`src/rtl/vga_scan_out.sv`:
```
// vga_scan_out: VGA scan timing, pixel-index capture and fixed-palette RGB output.
module vga_scan_out #(
  parameter int CIDXW = 3,
  parameter int CORDW = 10,
  parameter int DIV = 4,
  parameter int H_TOTAL = 800,
  parameter int H_SYNC = 96,
  parameter int H_VIS_START = 144,
  parameter int H_VIS_END = 783,
  parameter int V_TOTAL = 525,
  parameter int V_SYNC = 2,
  parameter int V_VIS_START = 35,
  parameter int V_VIS_END = 514
) (
  input  logic             Clk,
  input  logic             Reset,
  input  logic [CIDXW:0]   pix_in,
  output logic [CORDW-1:0] hc,
  output logic [CORDW-1:0] vc,
  output logic             pix_tick,
  output logic             line,
  output logic             frame,
  output logic             hSync,
  output logic             vSync,
  output logic             bright,
  output logic [11:0]      rgb
);
  localparam int DW = DIV > 1 ? $clog2(DIV) : 1;
  localparam logic [11:0] PAL [16] = '{
    12'h000, 12'hF00, 12'h0F0, 12'h00F, 12'hFF0, 12'h0FF, 12'hF0F, 12'hAAA,
    12'h555, 12'hF80, 12'h8F0, 12'h08F, 12'hF08, 12'h840, 12'hCCC, 12'hFFF
  };
  logic [DW-1:0] div;
  logic h_end, v_end, vis;
  logic [3:0] idx;
  always_comb begin
    pix_tick = div == DW'(DIV - 1);
    h_end = hc == CORDW'(H_TOTAL - 1);
    v_end = vc == CORDW'(V_TOTAL - 1);
    line = pix_tick && h_end;
    frame = line && v_end;
    vis = hc >= CORDW'(H_VIS_START) && hc <= CORDW'(H_VIS_END) &&
          vc >= CORDW'(V_VIS_START) && vc <= CORDW'(V_VIS_END);
    idx = 4'(pix_in);
  end
  // Sync/visibility/colour are taken from the pre-increment position, one pixel behind hc/vc.
  always_ff @(posedge Clk) begin
    if (!Reset) begin
      div <= '0;
      hc <= '0;
      vc <= '0;
      hSync <= 1'b1;
      vSync <= 1'b1;
      bright <= 1'b0;
      rgb <= '0;
    end else begin
      div <= pix_tick ? '0 : div + DW'(1);
      if (pix_tick) begin
        hc <= h_end ? '0 : hc + CORDW'(1);
        if (h_end) vc <= v_end ? '0 : vc + CORDW'(1);
        hSync <= hc >= CORDW'(H_SYNC);
        vSync <= vc >= CORDW'(V_SYNC);
        bright <= vis;
        rgb <= vis ? PAL[idx] : '0;
      end
    end
  end
endmodule

```
`config.mk`:
```
export PLATFORM = sky130hd
export DESIGN_NAME = vga_scan_out
export DESIGN_NICKNAME = d
export VERILOG_FILES = /design/src/rtl/vga_scan_out.sv
export SDC_FILE = /design/constraint.sdc
export NUM_CORES = 1
export LEC_CHECK = 0
export CAP_MARGIN = 25
export CELL_PAD_IN_SITES_DETAIL_PLACEMENT = 1
export CELL_PAD_IN_SITES_GLOBAL_PLACEMENT = 2
export CORE_UTILIZATION = 35
export CTS_CLUSTER_SIZE = 30
export DETAILED_ROUTE_END_ITERATION = 10
export DONT_BUFFER_PORTS = 1
export PLACE_DENSITY_LB_ADDON = 0.1
export SETUP_SLACK_MARGIN = 0.15
export SLEW_MARGIN = 10
export SYNTH_ARGS = -nofsm -noshare
export SYNTH_HDL_FRONTEND = slang
export SYNTH_SLANG_ARGS = --single-unit
export TNS_END_PERCENT = 100
```
`constraint.sdc`:
```
create_clock -name Clk -period 2.9 [get_ports Clk]
set_clock_uncertainty 0.15 [all_clocks]
set_input_delay 0.725 -clock Clk [delete_from_list [all_inputs] [get_ports Clk]]
set_output_delay 0.725 -clock Clk [all_outputs]
set_load 0.01 [all_outputs]
```
### Word-level counts from Yosys, hierarchy flattened

Memories as Yosys holds them, arrays and structs flattened.
Index checks and enable logic that the tools add are counted.

| storage, ports and cells | value |
|---|---|
| latch bits | 0 |
| bits in writable memories | 0 |
| register bits after elaboration | 37 |
| memories | 1 |
| bits in read-only memories | 192 |
| word-level logic and storage cells | 35 |
| output and inout port bits | 38 |

| cells by class | value |
|---|---|
| mux-type cells | 5 |
| multipliers | 0 |
| add/subtract/negate cells | 3 |
| eq/ne operators | 3 |
| bitwise logic cells | 2 |
| shifts and indexed selects | 0 |
| divide/modulo/power cells | 0 |
| order comparisons | 7 |
| reduce and logical (&&, ||, !) cells | 7 |

Memories:

| memory | words | width | read ports | clocked after Yosys merged registers in | wr ports | RTL line | RTL |
|---|---|---|---|---|---|---|---|
| (name not given) | 16 | 12 | 1 | 0 | 0 | 64 | `rgb <= vis ? PAL[idx] : '0;` |

Operator list:

| cell | count |
|---|---|
| 12-bit 2-to-1 mux | 3 |
| 10-bit by 1-bit adder with 10-bit output, second input constant | 2 |
| 10-bit == test, second input constant | 2 |
| 10-bit <= comparator, second input constant | 2 |
| 10-bit 2-to-1 mux | 2 |
| 10-bit by 2-bit >= comparator with 1-bit output, second input constant | 1 |
| 10-bit by 6-bit >= comparator with 1-bit output, second input constant | 1 |
| 10-bit by 7-bit >= comparator with 1-bit output, second input constant | 1 |
| 10-bit by 8-bit >= comparator with 1-bit output, second input constant | 1 |
| 5-bit >= comparator, second input constant | 1 |
| 1-bit logical AND | 5 |
| 4-bit inverter with 5-bit output | 1 |
| 2-bit by 1-bit adder with 2-bit output, second input constant | 1 |
| 2-bit == test, second input constant | 1 |
| 2-bit AND reduction | 1 |
| 2-bit OR reduction | 1 |
| 1-bit inverter | 1 |

### Longest topological paths before layout

Gate-level depths: netlist of the first run.

| depth | value |
|---|---|
| word-level depth | 5 |
| depth in mapped cells | 7 |
| mapped depth without buffers | 6 |

### Least setup slack after synthesis of the first run

Ideal clock, no wire load.

| timing path | value |
|---|---|
| path kind | reg2out |
| start point | register hc[0] |
| end point | output port frame |
| required time | 2.025 ns |
| arrival time | 1.975 ns |
| setup slack | 0.050 ns |
| stages on the path, launching flop included | 7 |
| cells stage by stage | dfxtp_1 ha_1 nand2_1 or4b_4 buf_6 clkbuf_1 nor3_1 |

| on the way | value |
|---|---|
| cells in the longest elaborated chain, start to end | 3 |

RTL lines:

| what | RTL line | RTL |
|---|---|---|
| start: declaration | 18 | `output logic [CORDW-1:0] hc,` |
| start signal: assignment | 59 | `hc <= h_end ? '0 : hc + CORDW'(1);` |
| 10-bit == test | 38 | `h_end = hc == CORDW'(H_TOTAL - 1);` |
| 1-bit logical AND | 40 | `line = pix_tick && h_end;` |
| 1-bit logical AND | 41 | `frame = line && v_end;` |
| end: declaration | 22 | `output logic frame,` |

Every way passes these cells.

### Worst setup path in the final report of the first run

| timing path | value |
|---|---|
| start point | register hc[4] |
| end point | output port frame |

The elaborated chain is that of the path after synthesis.

==> results of run 1 <==
-- metal layers --
layer / vias to the layer above / wire [um] / track usage
met3: 11 / 246 / 0.0500
met4: 0 / 85 / 0.0792
met5: - / 0 / 0
met1: 846 / 2320 / 0.203
met2: 35 / 2680 / 0.332
li1: 854 / - / -
-- worst max-delay path, cell delays in order, from the launching register on --
cell and delay (ns):
dfxtp_1 0.49, nand3_2 0.24, or4b_4 0.62, nor3_4 0.18
-- metrics by stage --
step | cell area [sq um] | hold slack [ns] | setup slack (ns) | total power [mW] | util
after floorplan | 1980 | 0.248 | 0.203 | 0.589 | -
after global placement | 2030 | 0.258 | 0.373 | 0.597 | 0.386
after detailed placement | 2030 | 0.264 | 0.325 | 0.599 | 0.386
after CTS | 2130 | 0.278 | 0.164 | 0.935 | 0.405
after global routing | 2140 | 0.304 | 0.150 | 0.961 | 0.405
final | 2140 | 0.277 | 0.216 | 0.919 | 0.405
-- state kept, by name (all words and copies together), names as in the netlist --
signal  flops
vc         10
div         2
hc         10
bright      1
vSync       1
hSync       1
rgb        12
-- where the power goes --
| part | switching (mW) | internal [mW] |
|---|---|---|
| Clock | 0.174 | 0.158 |
| Combinational | 0.0389 | 0.0268 |
| Sequential | 0.00681 | 0.515 |
| Total | 0.219 | 0.700 |
-- worst paths after layout --
path	slack, ns	endpoint	startpoint
max	0.22	frame	hc[4]$_SDFFE_PN0P_
min reg2reg	0.28	div[0]$_SDFF_PP0_	div[0]$_SDFF_PP0_
min	0.28	div[0]$_SDFF_PP0_	div[0]$_SDFF_PP0_
max reg2reg	0.45	vc[5]$_SDFFE_PN0P_	hc[4]$_SDFFE_PN0P_
-- layout by cell type (no fill, tap or decap), types with 5 or more instances in the layout --
cell type  netlist  final
dfxtp_1         37     35
nand2_1         31     30
a21oi_1         18     18
o21ai_0         18     18
nor2_1          16     16
inv_1           14     14
ha_1            12     12
nand3_1          8      8
xnor2_1          8      8
o31ai_1          7      7
nor3_1           7      6
or4_1            6      6
nand4_1          5      5
nand2b_1         5      5
clkbuf_8         0      5
-- cell families after synthesis --
family                     Yosys count  share of synthesized area
DFF                                 37                      0.375
AOI/OAI and AO/OA                   57                      0.179
adders and majority gates           12                     0.0760
muxes                                1                    0.00507
and+or+nand+nor                    100                      0.265
buffers and inverters               26                     0.0551
xor gates and xnor gates            10                     0.0444
-- area by class of cell --
cell class / instances / area [sq um]
fill: 647 / 3130
multi-input combinational: 181 / 1150
sequential: 37 / 743
tap: 70 / 87.6
clock buffer: 5 / 68.8
inverter: 14 / 52.6
timing repair buffer: 4 / 30.0
clock inverter: 1 / 5.00
-- what timing repair did --
| action | in CTS | in global routing |
|---|---|---|
| pin swaps | 1 | 0 |
| setup buffers | 1 | 0 |
| gates resized for setup | 1 | 2 |
| cloned | 1 | 0 |
| endpoints found under the setup margin | 2 | 2 |
==> flow_summary.json, run 1 <==
{
  "status": "finished clean",
  "cts_made_buffers": 5,
  "synthTopCellsByArea": "dfxtp_1 (38%), ha_1 (7.6%), nand2_1 (5.9%)",
  "cts-root-buf": "clkbuf_8",
  "totalWireLength_mm": 5.33,
  "p_leak_nw": 0.740,
  "cp-start-kind": "flip-flop",
  "ys_ff_latch": 37,
  "netlist_instances": 243,
  "synth_edf_count": 0,
  "min_period_ns": 2.68,
  "port_buffers": 0,
  "clk_pin_slew_ns": 0.07,
  "hold_violations": 0,
  "synth_top_area_share": 0.375,
  "cp-end-kind": "output pin",
  "grt_pass1_wl_mm": 8.69,
  "die_x_um": 77.1,
  "start_util": 0.375,
  "antenna_found_initial": 0,
  "cts_hold_buf": 0,
  "power_density_mw_per_mm2": 430,
  "crit_type": "flip-flop to output pin",
  "dieArea_sq_mm": 0.00595,
  "min_path_cells": 1,
  "drt_iter0_markers": 70,
  "tns_ns": 0,
  "h-tree-depth": 2,
  "place.gp.congestion": 0.831,
  "synthToLayoutAreaGrowth_pct": 8.17,
  "tightestPinTransition_ns": 0.980,
  "r2r_cells": 5,
  "period_share": 0.926,
  "dpl.cell_count": 304,
  "cts_buffer_depth": 2,
  "synth_seq_area_share": 0.375,
  "drc": 0,
  "hpwl_mm": 3.80,
  "cts_tree": "done",
  "synthFlopType": "dfxtp_1",
  "synth_nets": 261,
  "via_per_inst": 5.60,
  "num_vias": 1746,
  "synth_cell_types": 42,
  "irDropWorstVdd_v": 0.000186,
  "crit_fanout": 8,
  "drv_cap": 0,
  "yosysMostFrequentCell": "dfxtp_1",
  "rsz0062_at_grt": "no",
  "num-nets-final": 261,
  "setup_viol_count_final": 0,
  "ant_nets": 0,
  "syn_avg_cell_area_sq_um": 8.13,
  "cts.sinks": 37,
  "grt_pass1_vias": 1833,
  "drv_slew": 0,
  "fmax_mhz": 373,
  "die_y_um": 77.1,
  "wl_per_cell_um": 17.1,
  "clk_latency_ns": 0.28,
  "io-pin-count": 44,
  "arrival_ns": 1.81,
  "yosys-top-cells-count": "dfxtp_1 (37), nand2_1 (31), a21oi_1 (18), o21ai_0 (18), nor2_1 (16)",
  "final_layout_size_suffix_gt1_frac": 0.0868,
  "slew_headroom": 0.345,
  "netlist_area_sq_mm": 0.00197,
  "row_count": 26,
  "synth_top_cell_by_area": "dfxtp_1",
  "drtPass1Iterations": 5,
  "synth_warnings": 0,
  "grt-ovfl-total": 0,
  "hold_path_class": "flip-flop to flip-flop",
  "grt_max_degree": 19,
  "grt_usage": 0.185,
  "ys_async_sr_fraction": 0,
  "coreArea_sq_mm": 0.00527,
  "diodes": 0,
  "required_ns": 2.03,
  "finalNonFillerCells": 312
}
(Power assumes the default switching activity.)
==> run 2: changes to the inputs <==
Settings changed: CELL_PAD_IN_SITES_GLOBAL_PLACEMENT 2 to 1, CORE_MARGIN set to 1.5.
==> flow_summary.json, run 2 (synthesis results as in run 1) <==
{
  "final_common_cell": "dfxtp_1",
  "grt_usage": 0.179,
  "crit_type": "flip-flop to output pin",
  "period_share": 0.926,
  "cts_buffer_depth": 2,
  "hold_violations": 0,
  "port_buffers": 0,
  "required_ns": 2.03,
  "io-pin-count": 44,
  "grt_pass1_vias": 1703,
  "hold_path_class": "flip-flop to flip-flop",
  "cts_tree": "done",
  "drc": 0,
  "tightestPinTransition_ns": 0.482,
  "grt_pass1_wl_mm": 8.60,
  "die_y_um": 78.1,
  "wl_per_cell_um": 16.4,
  "dpl.cell_count": 309,
  "tns_ns": 0,
  "setup_viol_count_final": 0,
  "hold_slack_ns": 0.275,
  "regMostFlops": "rgb",
  "drv_cap": 0,
  "final_cell_mix": "dfxtp_1 (36), nand2_1 (30), a21oi_1 (18), o21ai_0 (18), nor2_1 (16)",
  "cts.sinks": 37,
  "slew_headroom": 0.678,
  "postLayoutCoreUtil": 0.400,
  "multi_input_comb_area_sq_mm": 0.00115,
  "drv_slew": 0,
  "finalNonFillerCells": 321,
  "row_count": 27,
  "coreArea_sq_mm": 0.00547,
  "antenna_found_initial": 0,
  "rsz0062_at_grt": "no",
  "finalPower_uw": 956,
  "start_util": 0.361,
  "dieArea_sq_mm": 0.00610,
  "cp-start-kind": "flip-flop",
  "cts-root-buf": "clkbuf_8",
  "hpwl_mm": 3.49,
  "cts_hold_buf": 0,
  "crit_fanout": 8,
  "ant_nets": 0,
  "grt_max_degree": 19,
  "num_vias": 1708,
  "drt_iter0_markers": 43,
  "grt-ovfl-total": 0,
  "n_fill_cell": 694,
  "final_layout_size_suffix_gt1_frac": 0.112,
  "die_x_um": 78.1,
  "cts_made_buffers": 5,
  "min_period_ns": 2.69,
  "place.gp.congestion": 0.729,
  "largest_reg_flops": 12,
  "p_leak_nw": 0.766,
  "clk_pin_slew_ns": 0.08,
  "reg2reg_slack_ns": 0.48,
  "synthToLayoutAreaGrowth_pct": 10.8,
  "clk_latency_ns": 0.29,
  "fmax_mhz": 372,
  "h-tree-depth": 2,
  "via_per_inst": 5.32,
  "cp-end-kind": "output pin",
  "drtPass1Iterations": 4,
  "register_area_sq_um": 742,
  "top_regs": "rgb: 12 flops, hc: 10 flops, vc: 10 flops",
  "num-nets-final": 266,
  "diodes": 0,
  "arrival_ns": 1.81,
  "power_density_mw_per_mm2": 437,
  "status": "finished clean",
  "irDropWorstVdd_v": 0.000156,
  "totalWireLength_mm": 5.26
}
==> run 2: cell types whose count changed in the layout (fill, tap and decap cells not counted) <==
cell and change:
inv_1 -1, dfxtp_2 -1, clkinv_2 +1, buf_4 +5, dfxtp_1 +1, clkinvlp_4 +1
inv_2 +1
==> run 2: where the power goes <==
part | internal [mW] | switching (mW) | leakage [nW] | total, mW
clock | 0.166 | 0.201 | 0.0439 | 0.368
combinational | 0.0285 | 0.0392 | 0.423 | 0.0677
sequential | 0.514 | 0.00596 | 0.299 | 0.520
total | 0.709 | 0.247 | 0.766 | 0.956
==> run 2: layer usage <==
metal  up-vias  part of all wire  GRT usage
met1       813              0.48      0.231
met4         0             0.012     0.0643
met2        30              0.46      0.287
met5         -                 0          0
li1        859                 -          -
met3         6             0.039     0.0453
==> run 2: worst max-delay path: stages (launching register included) <==
cell     delay, ns
dfxtp_1       0.49
nand3_2       0.24
or4b_4        0.63
nor3_4        0.17
==> run 2: layout make-up <==
cell class              count  share of cell area
well taps                  72              0.0412
clock buffers               5              0.0315
flip-flops and latches     37               0.339
multi-input cells         181               0.525
inverters                  14              0.0240
repair buffers              9              0.0309
clock inverters             3             0.00801
==> run 2: final timing paths <==
| kind | start | cells past startpoint | endpoint |
|---|---|---|---|
| worst min register to register | div[0]$_SDFF_PP0_ | 1 | div[0]$_SDFF_PP0_ |
| worst max register to register | hc[4]$_SDFFE_PN0P_ | 5 | vc[9]$_SDFFE_PN0P_ |
| worst min-delay path | div[0]$_SDFF_PP0_ | 1 | div[0]$_SDFF_PP0_ |
| worst max-delay path | hc[4]$_SDFFE_PN0P_ | 3 | frame |
==> run 2: through the flow <==
step	instance area (sq um)	setup slack [ns]
2_1_floorplan	1980	0.203
3_3_place_gp	2060	0.348
3_5_place_dp	2060	0.342
4_1_cts	2180	0.157
5_1_grt	2190	0.153
6_report	2190	0.215
==> run 2: repair_timing <==
action	CTS	global route
endpoints found under the setup margin	2	2
pin swaps	1	0
gates cloned	1	0
setup buffers	2	0
resized for setup	1	2
==> run 3: changes to the inputs <==
Settings changed: ABC_AREA set to 1.
==> flow_summary.json, run 3 <==
{
  "arrival_ns": 1.69,
  "largest_reg_flops": 12,
  "drt_iter0_markers": 47,
  "power_density_mw_per_mm2": 454,
  "r2r-start": "div[0]$_SDFF_PP0_",
  "totalWireLength_mm": 5.51,
  "synth_compound_area_frac": 0.103,
  "num_vias": 1990,
  "cp-start-kind": "flip-flop",
  "row_count": 28,
  "crit_type": "flip-flop to output pin",
  "synth_edf_count": 0,
  "tns_ns": 0,
  "synth_warnings": 0,
  "cts_made_buffers": 5,
  "cts_buffer_depth": 2,
  "worst_slack_ns": 0.332,
  "top_regs": "rgb: 12 flops, hc: 10 flops, vc: 10 flops",
  "synth_cell_types": 32,
  "hpwl_mm": 4.37,
  "die_x_um": 81.3,
  "synth_top_cell_by_area": "dfxtp_1",
  "netlist_area_sq_mm": 0.00215,
  "clk_latency_ns": 0.29,
  "crit_fanout": 8,
  "final_cell_mix": "nand2_1 (89), inv_1 (51), nor2_1 (42), dfxtp_1 (35), nand3_1 (24)",
  "min_period_ns": 2.57,
  "synth_top_area_share": 0.345,
  "grt_max_degree": 15,
  "synthTopCellsByArea": "dfxtp_1 (34%), nand2_1 (16%), inv_1 (8.9%)",
  "cts_hold_buf": 0,
  "setup_viol_count_final": 0,
  "via_per_inst": 4.90,
  "p_leak_nw": 1.09,
  "num-nets-final": 348,
  "synthMuxAreaShare": 0,
  "status": "finished clean",
  "hold_violations": 0,
  "dieArea_sq_mm": 0.00661,
  "ys_ff_latch": 37,
  "drc": 0,
  "place_ws_ns": 0.436,
  "port_buffers": 0,
  "regMostFlops": "rgb",
  "wl_per_cell_um": 13.6,
  "drv_slew": 0,
  "required_ns": 2.03,
  "synth_xor_xnor_area_share": 0.00816,
  "final_common_cell": "nand2_1",
  "grt_usage": 0.180,
  "syn_avg_cell_area_sq_um": 6.57,
  "drtPass1Iterations": 4,
  "place.gp.congestion": 0.775,
  "grt_pass1_wl_mm": 9.23,
  "irDropWorstVdd_v": 0.000190,
  "start_util": 0.363,
  "cts.sinks": 37,
  "h-tree-depth": 2,
  "path_cells": "ha_2 -> nand2_1 -> nor2_4 -> nand3_4 -> nor4_2 -> buf_4",
  "tightestPinTransition_ns": 0.871,
  "synth_top_family_by_area": "simple AND/OR/NAND/NOR gates",
  "synth_nets": 345,
  "netlist_instances": 327,
  "cp-end-kind": "output pin",
  "hold_path_class": "flip-flop to flip-flop",
  "synthToLayoutAreaGrowth_pct": 9.15,
  "synth_seq_area_share": 0.345,
  "cts-root-buf": "clkbuf_8",
  "max_stage_delay_ns": 0.34,
  "fmax_mhz": 389,
  "period_share": 0.885,
  "grt-ovfl-total": 0,
  "die_y_um": 81.3,
  "synth_fa_ha_area_frac": 0.0699,
  "grt_pass1_vias": 2074,
  "synth_simple_gate_area_frac": 0.368,
  "worst_hold_startpoint": "div[0]$_SDFF_PP0_",
  "io-pin-count": 44,
  "clk_pin_slew_ns": 0.09,
  "ys_async_sr_fraction": 0,
  "yosysMostFrequentCell": "nand2_1",
  "antenna_found_initial": 0,
  "slew_headroom": 0.418,
  "diodes": 0,
  "critical-path-slowest-cell": "dfxtp_1",
  "worstSetupStartpoint": "div[0]$_SDFF_PP0_",
  "rsz0062_at_grt": "no",
  "coreArea_sq_mm": 0.00592,
  "cts_setup_buffers": 0,
  "final_layout_size_suffix_gt1_frac": 0.0755,
  "synthFlopType": "dfxtp_1",
  "ant_nets": 0,
  "yosys-top-cells-count": "nand2_1 (89), inv_1 (51), nor2_1 (42)",
  "drv_cap": 0,
  "cts_tree": "done"
}
-- run 3: final cells by class --
| class | instances | area (sq um) |
|---|---|---|
| inverter | 52 | 195 |
| timing repair buffer | 1 | 7.51 |
| sequential | 37 | 743 |
| clock buffer | 5 | 68.8 |
| clock inverter | 3 | 46.3 |
| tap | 75 | 93.8 |
| multi-input combinational | 233 | 1190 |
| fill | 786 | 3580 |
-- run 3: path summary, 6_finish.rpt --
| check | endpoint | slack [ns] | cells past startpoint |
|---|---|---|---|
| setup reg to reg | vSync$_SDFFE_PN1P_ | 0.89 | 5 |
| setup / recovery | frame | 0.33 | 6 |
| hold reg to reg | div[0]$_SDFF_PP0_ | 0.28 | 1 |
| hold / removal | div[0]$_SDFF_PP0_ | 0.28 | 1 |
-- run 3: through the flow --
step                      utilization  instance area, sq um  power [mW]  cells  hold slack (ns)
after floorplan                     -                  2150       0.591    327            0.249
after global placement          0.374                  2220       0.607    398            0.257
after detailed placement        0.374                  2220       0.608    398            0.263
after CTS                       0.395                  2340        1.08    406            0.281
after global routing            0.396                  2340        1.11    406            0.337
final                           0.396                  2340        1.06    406            0.281
-- run 3: cells by family after synthesis --
| group | Yosys count |
|---|---|
| buffers and inverters | 57 |
| AND/OR/NAND/NOR | 179 |
| flip-flops | 37 |
| adder cells (fa/ha/maj) | 12 |
| XOR/XNOR | 2 |
| AO/OA/AOI/OAI | 40 |
-- run 3: per-layer routing --
layer	global-route usage	part of all wire	vias to the layer above
li1	-	-	1029
met1	0.208	0.44	922
met2	0.320	0.50	32
met3	0.0461	0.043	7
met4	0.0638	0.013	0
met5	0	0	-
-- run 3: timing repair --
item / CTS / global route
pin swaps: 0 / 0
setup endpoints to repair: 1 / 1
gates resized for setup: 2 / 2
-- run 3: power by group --
group	total (mW)	switching, mW	internal [mW]
Clock	0.469	0.212	0.258
Sequential	0.520	0.00579	0.515
Combinational	0.0739	0.0494	0.0245
Total	1.06	0.267	0.797
-- run 3: critical path, delay by kind of cell (launching register included) --
family | cells | cell delay, ns
and+or+nand+nor | 4 | 0.61
DFF | 1 | 0.34
buffers and inverters | 1 | 0.16
adders and majority gates | 1 | 0.28
